`config.mk`:
```
export PLATFORM = sky130hd
export DESIGN_NAME = cursor_overlay_pipe
export DESIGN_NICKNAME = d
export VERILOG_FILES = /design/src/rtl/cursor_overlay_pipe.sv
export SDC_FILE = /design/constraint.sdc
export NUM_CORES = 1
export LEC_CHECK = 0
export ABC_CLOCK_PERIOD_IN_PS = 12190
export CAP_MARGIN = 10
export CORE_MARGIN = 2
export CORE_UTILIZATION = 40
export DETAILED_ROUTE_END_ITERATION = 6
export GPL_TIMING_DRIVEN = 0
export SLEW_MARGIN = 20
export SYNTH_ARGS = -nofsm -noshare
export SYNTH_HDL_FRONTEND = slang
export SYNTH_SLANG_ARGS = --single-unit
```
`constraint.sdc`:
```
create_clock -name clk -period 12.19 [get_ports clk]
set_input_delay 3.0475 -clock clk [delete_from_list [all_inputs] [get_ports clk]]
set_output_delay 3.0475 -clock clk [all_outputs]
set_load 0.02 [all_outputs]
```
`src/rtl/cursor_overlay_pipe.sv`:
```
// Pointer overlay for the VGA output path: draws a triangular arrow cursor over
// the background pixel stream. The cursor position is sampled once per frame and
// scaled from game-space units to screen pixels by a bit-serial divider that runs
// during vertical blanking. An optional frame-count timer blinks the cursor.
module cursor_overlay_pipe #(
  parameter int          POS_W        = 14,
  parameter int          POS_DIV      = 10,
  parameter int          CUR_H        = 10,
  parameter logic [11:0] CUR_COLOR    = 12'hfff,
  parameter int          V_ACTIVE     = 480,
  parameter int          BLINK_FRAMES = 30
) (
  input  logic             clk,
  input  logic             rst,
  input  logic [POS_W-1:0] h_position,
  input  logic [POS_W-1:0] v_position,
  input  logic             valid,
  input  logic [9:0]       h_cnt,
  input  logic [9:0]       v_cnt,
  input  logic [11:0]      pixel,
  input  logic             cursor_en,
  input  logic             blink_en,
  output logic [11:0]      vga,
  output logic [9:0]       cur_x,
  output logic [9:0]       cur_y,
  output logic             busy
);

  localparam int CNT_W = (POS_W > 1) ? $clog2(POS_W) : 1;
  localparam int BC_W  = (BLINK_FRAMES > 1) ? $clog2(BLINK_FRAMES) : 1;
  localparam logic [POS_W:0]   DIV_C     = (POS_W + 1)'(POS_DIV);
  localparam logic [CNT_W-1:0] LAST_BIT  = CNT_W'(POS_W - 1);
  localparam logic [BC_W-1:0]  LAST_FRM  = BC_W'(BLINK_FRAMES - 1);

  typedef enum logic [1:0] {S_IDLE, S_DIV_H, S_DIV_V, S_APPLY} state_t;

  // Arrow shape: column dx spans rows dx .. CUR_H-1-dx below the tip. The
  // subtractions are only formed once the pixel is right of / below the tip,
  // so pixels on the far side of the screen never wrap into a hit.
  function automatic logic arrow_hit(input logic [9:0] hc, input logic [9:0] vc,
                                     input logic [9:0] cx, input logic [9:0] cy);
    logic [9:0]  dx;
    logic [9:0]  dy;
    logic [10:0] sum;
    if (hc < cx || vc < cy) return 1'b0;
    dx  = hc - cx;
    dy  = vc - cy;
    sum = {1'b0, dx} + {1'b0, dy};
    return (dy >= dx) && (sum < 11'(CUR_H));
  endfunction

  // Quotient to screen column/row: keep the low 10 bits.
  function automatic logic [9:0] to_pix(input logic [POS_W-1:0] q);
    return 10'(q);
  endfunction

  state_t             r_state;
  state_t             w_state_nx;
  logic [CNT_W-1:0]   r_bit_cnt;
  logic [POS_W-1:0]   r_work;
  logic [POS_W-1:0]   r_rem;
  logic [POS_W-1:0]   r_vsnap;
  logic [POS_W-1:0]   r_qh;
  logic [9:0]         r_cur_x;
  logic [9:0]         r_cur_y;
  logic [BC_W-1:0]    r_blink_cnt;
  logic               r_phase_on;
  logic [11:0]        r_vga_p1;
  logic               w_frame;
  logic               w_last;
  logic [POS_W:0]     w_rem_sh;
  logic               w_ge;
  logic [POS_W-1:0]   w_rem_nx;
  logic [POS_W-1:0]   w_work_nx;
  logic               w_busy;

  assign w_frame = (v_cnt == 10'(V_ACTIVE)) && (h_cnt == 10'd0);
  assign w_last  = (r_bit_cnt == LAST_BIT);

  // Restoring divide step: shift the next dividend bit into the remainder and
  // subtract the divisor when it fits; the quotient bit replaces the dividend bit.
  assign w_rem_sh  = {r_rem, r_work[POS_W-1]};
  assign w_ge      = (w_rem_sh >= DIV_C);
  assign w_rem_nx  = w_ge ? POS_W'(w_rem_sh - DIV_C) : POS_W'(w_rem_sh);
  assign w_work_nx = {r_work[POS_W-2:0], w_ge};

  // State register
  always_ff @(posedge clk) begin
    if (rst) r_state <= S_IDLE;
    else     r_state <= w_state_nx;
  end

  // Next-state: boundaries seen while a division is running are ignored
  always_comb begin
    w_state_nx = r_state;
    case (r_state)
      S_IDLE:  if (w_frame) w_state_nx = S_DIV_H;
      S_DIV_H: if (w_last)  w_state_nx = S_DIV_V;
      S_DIV_V: if (w_last)  w_state_nx = S_APPLY;
      S_APPLY: w_state_nx = S_IDLE;
      default: w_state_nx = S_IDLE;
    endcase
  end

  // FSM outputs
  always_comb begin
    w_busy = (r_state != S_IDLE);
  end

  // Divider control: bit counter and applied cursor position
  always_ff @(posedge clk) begin
    if (rst) begin
      r_bit_cnt <= '0;
      r_cur_x   <= '0;
      r_cur_y   <= '0;
    end else begin
      case (r_state)
        S_IDLE:  r_bit_cnt <= '0;
        S_DIV_H, S_DIV_V: r_bit_cnt <= w_last ? '0 : r_bit_cnt + 1'b1;
        S_APPLY: begin
          r_cur_x <= to_pix(r_qh);
          r_cur_y <= to_pix(r_work);
        end
        default: r_bit_cnt <= '0;
      endcase
    end
  end

  // Divider datapath: snapshot, shift/subtract, hand-over from H to V
  always_ff @(posedge clk) begin
    case (r_state)
      S_IDLE: begin
        if (w_frame) begin
          r_work  <= h_position;
          r_vsnap <= v_position;
          r_rem   <= '0;
        end
      end
      S_DIV_H: begin
        if (w_last) begin
          r_qh   <= w_work_nx;
          r_work <= r_vsnap;
          r_rem  <= '0;
        end else begin
          r_work <= w_work_nx;
          r_rem  <= w_rem_nx;
        end
      end
      S_DIV_V: begin
        r_work <= w_work_nx;
        r_rem  <= w_rem_nx;
      end
      default: ;
    endcase
  end

  // Blink timer: advances once per frame while enabled, forced visible otherwise
  always_ff @(posedge clk) begin
    if (rst || !blink_en) begin
      r_blink_cnt <= '0;
      r_phase_on  <= 1'b1;
    end else if (w_frame) begin
      if (r_blink_cnt == LAST_FRM) begin
        r_blink_cnt <= '0;
        r_phase_on  <= ~r_phase_on;
      end else begin
        r_blink_cnt <= r_blink_cnt + 1'b1;
      end
    end
  end

  // Stage p0 -> p1: one-register overlay of the incoming pixel
  always_ff @(posedge clk) begin
    if (rst)
      r_vga_p1 <= '0;
    else if (!valid)
      r_vga_p1 <= '0;
    else if (cursor_en && r_phase_on && arrow_hit(h_cnt, v_cnt, r_cur_x, r_cur_y))
      r_vga_p1 <= CUR_COLOR;
    else
      r_vga_p1 <= pixel;
  end

  assign vga   = r_vga_p1;
  assign cur_x = r_cur_x;
  assign cur_y = r_cur_y;
  assign busy  = w_busy;

endmodule
```
After elaboration in Yosys (flattened, before gate mapping)
Cells that the tools add are included.

Register bits: 96. Input bits: 65. Output and inout bits: 33. Word-level logic and storage cells: 74.

Add/sub/neg operators: 6. Order comparisons: 5. Eq/ne operators: 9. Mux-type cells: 22. Bitwise logic cells: 2. Reductions and logical operators: 19.

Operators by type and width (number): case mux 14 bit (3 select lines) (2); 2-to-1 mux 14 bit (5); < comparator 10 bit (2); subtractor 10 bit (2); greater-or-equal comparator 15 x 4 -> 1 bit (second input constant) (1); subtractor 14 x 4 -> 14 bit (second input constant) (1); 2-to-1 mux 12 bit (1); adder 10 x 10 -> 11 bit (1); < comparator 11 x 4 -> 1 bit (second input constant) (1); equality test 10 x 9 -> 1 bit (second input constant) (1); greater-or-equal comparator 10 bit (1); zero test 10 bit (1); case mux 2 bit (4 select lines) (1); case mux 4 bit (2 select lines) (1); AND reduction 2 bit (4); 2-to-1 mux 1 bit (7); 2-to-1 mux 2 bit (3); inequality test 2 bit (second input constant) (3); adder 5 x 1 -> 5 bit (second input constant) (1); equality test 5 bit (second input constant) (1); 2-to-1 mux 5 bit (1); adder 4 x 1 -> 4 bit (second input constant) (1); equality test 2 bit (second input constant) (2); equality test 4 bit (second input constant) (1); other kinds (11) (18).

Longest topological paths before layout
Word-level depth: 10. Depth in mapped cells: 18. Mapped depth without buffers: 17.

Least setup slack after synthesis
Ideal clock, no wire load.

Kind: in2reg. Start: input port v_cnt[0]. End: register r_vga_p1[1] (netlist: vga[1]). Library setup time: 58 ps. Arrival time: 6308 ps. Required time: 12132 ps. Slack: 5824 ps. Stages: 18. Path buffers: 2. Path through: inv_1 -> ha_1 -> inv_1 -> fa_1 -> a21oi_1 -> o21ai_0 -> a21oi_1 -> xnor2_1 -> ha_1 -> clkbuf_1 -> a21o_1 -> a221o_1 -> a31oi_1 -> mux2i_1 -> nand4_1 -> or4_4 -> buf_6 -> nand2_1.

Word-level cells in the longest chain between the ends: 10. Elaborated cells on any way between the ends: 15. Those cells by class: add/sub: 2; order compare: 3; mux: 7; reduce/logical: 3.

Ends and longest elaborated chain: start: declaration (RTL line 19) `input logic [9:0] v_cnt,`; branches (longest 5 deep; another with adder 10 x 10 -> 11 bit); 2-to-1 mux 1 bit (*) (RTL line 46) `dx = hc - cx;`; 2-to-1 mux 1 bit (*) (RTL line 176) `else if (!valid)`; 2-to-1 mux 1 bit (*) (RTL line 174) `if (rst)`; logical AND 1 bit (*) (RTL line 178) `else if (cursor_en && r_phase_on && arrow_hit(h_cnt, v_cnt, r_cur_x, r_cur_y))`; 2-to-1 mux 12 bit (*) (RTL line 178); end signal: assignment (RTL line 181) `r_vga_p1 <= pixel;`; end: declaration (RTL line 68) `logic [11:0] r_vga_p1;`.

Mark *: on every way between the ends. The select of a mux whose other input is x is not followed. A chain may end at the register's enable or synchronous reset.

Final worst setup path
Start: input port h_cnt[0]. End: register r_vga_p1[7] (netlist: vga[7]).

Word-level cells in the longest chain between the ends: 10. Elaborated cells on any way between the ends: 15. Those cells by class: add/sub: 2; order compare: 3; mux: 7; reduce/logical: 3.

Ends and longest elaborated chain: start: declaration (RTL line 18) `input logic [9:0] h_cnt,`; branches (longest 5 deep; another with adder 10 x 10 -> 11 bit); 2-to-1 mux 1 bit (*) (RTL line 46); 2-to-1 mux 1 bit (*) (RTL line 176); 2-to-1 mux 1 bit (*) (RTL line 174); logical AND 1 bit (*) (RTL line 178); 2-to-1 mux 12 bit (*) (RTL line 178).

Marked as above.

==> run summary <==
status: finished, final reports clean
vias per cell: 5.02
largest net degree at the start of global routing: 25
synthesis-stage register bit count: 96
Synth Warn #: 0
most used cell, CP: ha_1
placer congestion estimate: 0.801
RSZ-0062 raised after global routing: no
Root Driver: clkbuf_16
Num CTS Buffers: 9
Crit-path slowest cell: clkdlybuf4s50_1
Hold WS: 484 ps
Pre-antenna DRT Iters: 4
Clock power frac: 31.4%
crit-path max cell delay: 470 ps
Final setup viols: 0
Synth area leader: edfxtp_1
Max-slew headroom: 34.3%
Iter 0 DRT Violations: 256
count leader, synth: nor2_1
FMAX: 143 MHz
post-route ant nets: 0
leakage power: 2.65 nW
clock sinks: 96
sequential share of power: 44.4%
fin nets: 797
Setup crit end kind: register
total power: 0.860 mW
placed cells: 845
share of layout cells above drive strength 1: 3.94%
first-pass GRT wire length: 21100 µm
crit path cell chain: clkdlybuf4s50_1, inv_1, ha_1, fa_1, nor2b_1, o31a_1, o311a_1, a21oi_1, ha_1, clkbuf_1, a21o_1, a221o_1, a31oi_1, mux2i_1, nand4_1, or4_4, buf_6, nand2_1
Crit Path Category: primary input to register
transition time of the tightest slew-check pin: 985 ps
max cap viols: 0
post-route setup slack: 5180 ps
FILL cells: 1253
Reg clk slew, reported paths: 60 ps
area of the core: 13300 µm²
TNS Setup: 0 ps
Post-synth EDFFs: 52
Tmin final: 7010 ps
gr usage total: 18.6%
fin cells: 861
Hold Vio Cnt, Final: 0
row count: 42
Die W: 121 µm
n_diodes: 0
hold crit path type: register to register
multi-input logic area: 2800 µm²
post-CTS setup buffers: 0
Synth cell types: 54
DR vias: 4320
I/O pin count: 98
die height: 121 µm
initial cell density of the core: 41.3%
Buf/Inv on CP: 4
Primary FF master, synth: edfxtp_1
hold buffers post-CTS: 0
top post-synthesis cells by count: 81 x nor2_1, 53 x inv_1, 52 x edfxtp_1, 49 x ha_1, 44 x dfxtp_1
crit path max fanout: 10
post-synthesis cell area: 5510 µm²
final WL: 13300 µm
DP Worst Slack: 4830 ps
share of the synthesized area in the top cell type: 28.4%
cell family with most CP delay: compound AO/OA/AOI/OAI gates
maximum VDD drop: 0.0582 mV
Mapped Cells: 572
Synth area leaders: edfxtp_1 28%, dfxtp_1 16%, ha_1 11%, nor2_1 5.5%, mux2i_1 4.5%
number of antenna violations at the first check in global routing: 0
Critical Path AT: 7300 ps
FFs w/ async S/R, synth: 0%
CP startpoint: h_cnt[0]
Combinational Power Share: 24.2%
HPWL Detailed: 10700 µm
DIE AREA: 14700 µm²
CTS max path bufs: 2
Layout area overhead: 27.4%
vias in the first global route: 4352
post_cts resized: 0
number of remaining DRC errors: 0
Worst Path Required: 12470 ps
sequential area share after synthesis: 44.4%
drt wl/cell: 15.5 µm
hold_sp: r_qh[2]$_DFFE_PP_
CTS HTree Levels: 3
Switching Fraction: 28.3%
Worst setup SP type: primary input
P_int: 0.617 mW
switching pwr: 0.243 mW
RR Startpoint: cur_x[1]$_SDFFE_PP0N_
clock latency on the worst-skew pair: 340 ps
Syn Area/Cell: 9.63 µm²
period utilization: 57.5%
total gr overflow: 0
IO buf count: 96
Clock Skew: 8.34 ps
Final Max Slew Viols: 0
Reg area: 2440 µm²
pwr dens: 123 nW/µm²
CTS tree: yes
syn_nets: 689
[worst paths after layout]
path / slack, ps / endpoint / cells past startpoint
worst max-delay path: 5180 / vga[7]$_SDFF_PP0_ / 18
worst min-delay path: 480 / cur_x[2]$_SDFFE_PP0N_ / 2
worst max register to register: 7940 / vga[7]$_SDFF_PP0_ / 18
worst min register to register: 480 / cur_x[2]$_SDFFE_PP0N_ / 2
[layer usage]
metal | GRT usage (%) | up-vias | routed length, µm
met1 | 22.4 | 2004 | 5890
met4 | 5.75 | 0 | 148
li1 | - | 2227 | -
met2 | 32.8 | 78 | 6780
met3 | 4.28 | 11 | 509
met5 | 0 | - | 0
[area by class of cell]
cell class	count	area share, %
Multi-Input combinational cell	405	40.0
Tap cell	176	3.14
Buffer	18	1.09
Sequential cell	96	34.8
Clock buffer	13	3.87
Inverter	53	2.84
Clock inverter	3	0.214
Timing Repair Buffer	97	14.1
[state kept, by name (all words and copies together) (netlist names)]
register and cells:
r_bit_cnt 4, r_rem 14, cur_y 10, r_blink_cnt 5
r_state 2, vga 12, r_qh 10, r_work 14
r_vsnap 14, cur_x 10, r_phase_on 1
[worst register-to-register path, delay by kind of cell (launching register included)]
family / cells / cell delay [ps]
AO/OA/AOI/OAI: 6 / 1410
AND/OR/NAND/NOR: 5 / 1000
adder cells (fa/ha/maj): 2 / 550
buffers and inverters: 3 / 410
flip-flops: 1 / 410
multiplexers: 1 / 230
XOR/XNOR: 1 / 200
[cell usage in the layout (no fill, tap or decap), types with 3 or more instances in the layout]
master / Yosys / routed
a211oi_1: 7 / 7
a21o_1: 6 / 6
a21oi_1: 32 / 31
a22oi_1: 14 / 14
a31oi_1: 3 / 3
and3_1: 5 / 5
clkbuf_1: 15 / 17
clkbuf_16: 0 / 10
clkdlybuf4s50_1: 0 / 96
clkinv_2: 0 / 3
dfxtp_1: 44 / 44
edfxtp_1: 52 / 52
fa_1: 3 / 3
ha_1: 49 / 49
inv_1: 53 / 53
mux2i_1: 25 / 25
nand2_1: 38 / 38
nand2b_1: 10 / 10
nand3_1: 7 / 7
nand4_1: 5 / 5
nor2_1: 81 / 80
nor2b_1: 8 / 8
nor3_1: 15 / 15
nor4_1: 3 / 3
nor4b_1: 3 / 3
o21a_1: 4 / 4
o21ai_0: 17 / 17
o21bai_1: 3 / 3
or2_2: 4 / 4
or3_1: 5 / 5
xnor2_1: 13 / 13
xor2_1: 15 / 15
[power by group through the flow]
stage	Clock, mW	Combinational [mW]	Sequential (mW)
floorplan	0	0.134	0.387
global placement	0	0.196	0.390
detailed placement	0	0.208	0.389
CTS	0.277	0.209	0.382
global route	0.290	0.230	0.384
finish	0.270	0.208	0.382
[kinds of logic (layout without fill, tap and decap cells)]
group / after synthesis / after routing / share of synthesized area, %
AOI/OAI and AO/OA: 104 / 104 / 12.3
muxes: 26 / 26 / 4.75
and+or+nand+nor: 195 / 195 / 16.9
adders and majority gates: 52 / 52 / 12.2
xor gates and xnor gates: 28 / 28 / 4.45
buffers and inverters: 71 / 184 / 5.00
DFF: 96 / 96 / 44.4
[metrics by stage]
stage                     instance area (µm²)  util, %
after floorplan                          5510        -
after global placement                   6690     50.1
after detailed placement                 6730     50.4
after CTS                                7010     52.5
after global routing                     7020     52.6
final                                    7020     52.6
No activity file was read; power rests on OpenSTA's default activity.
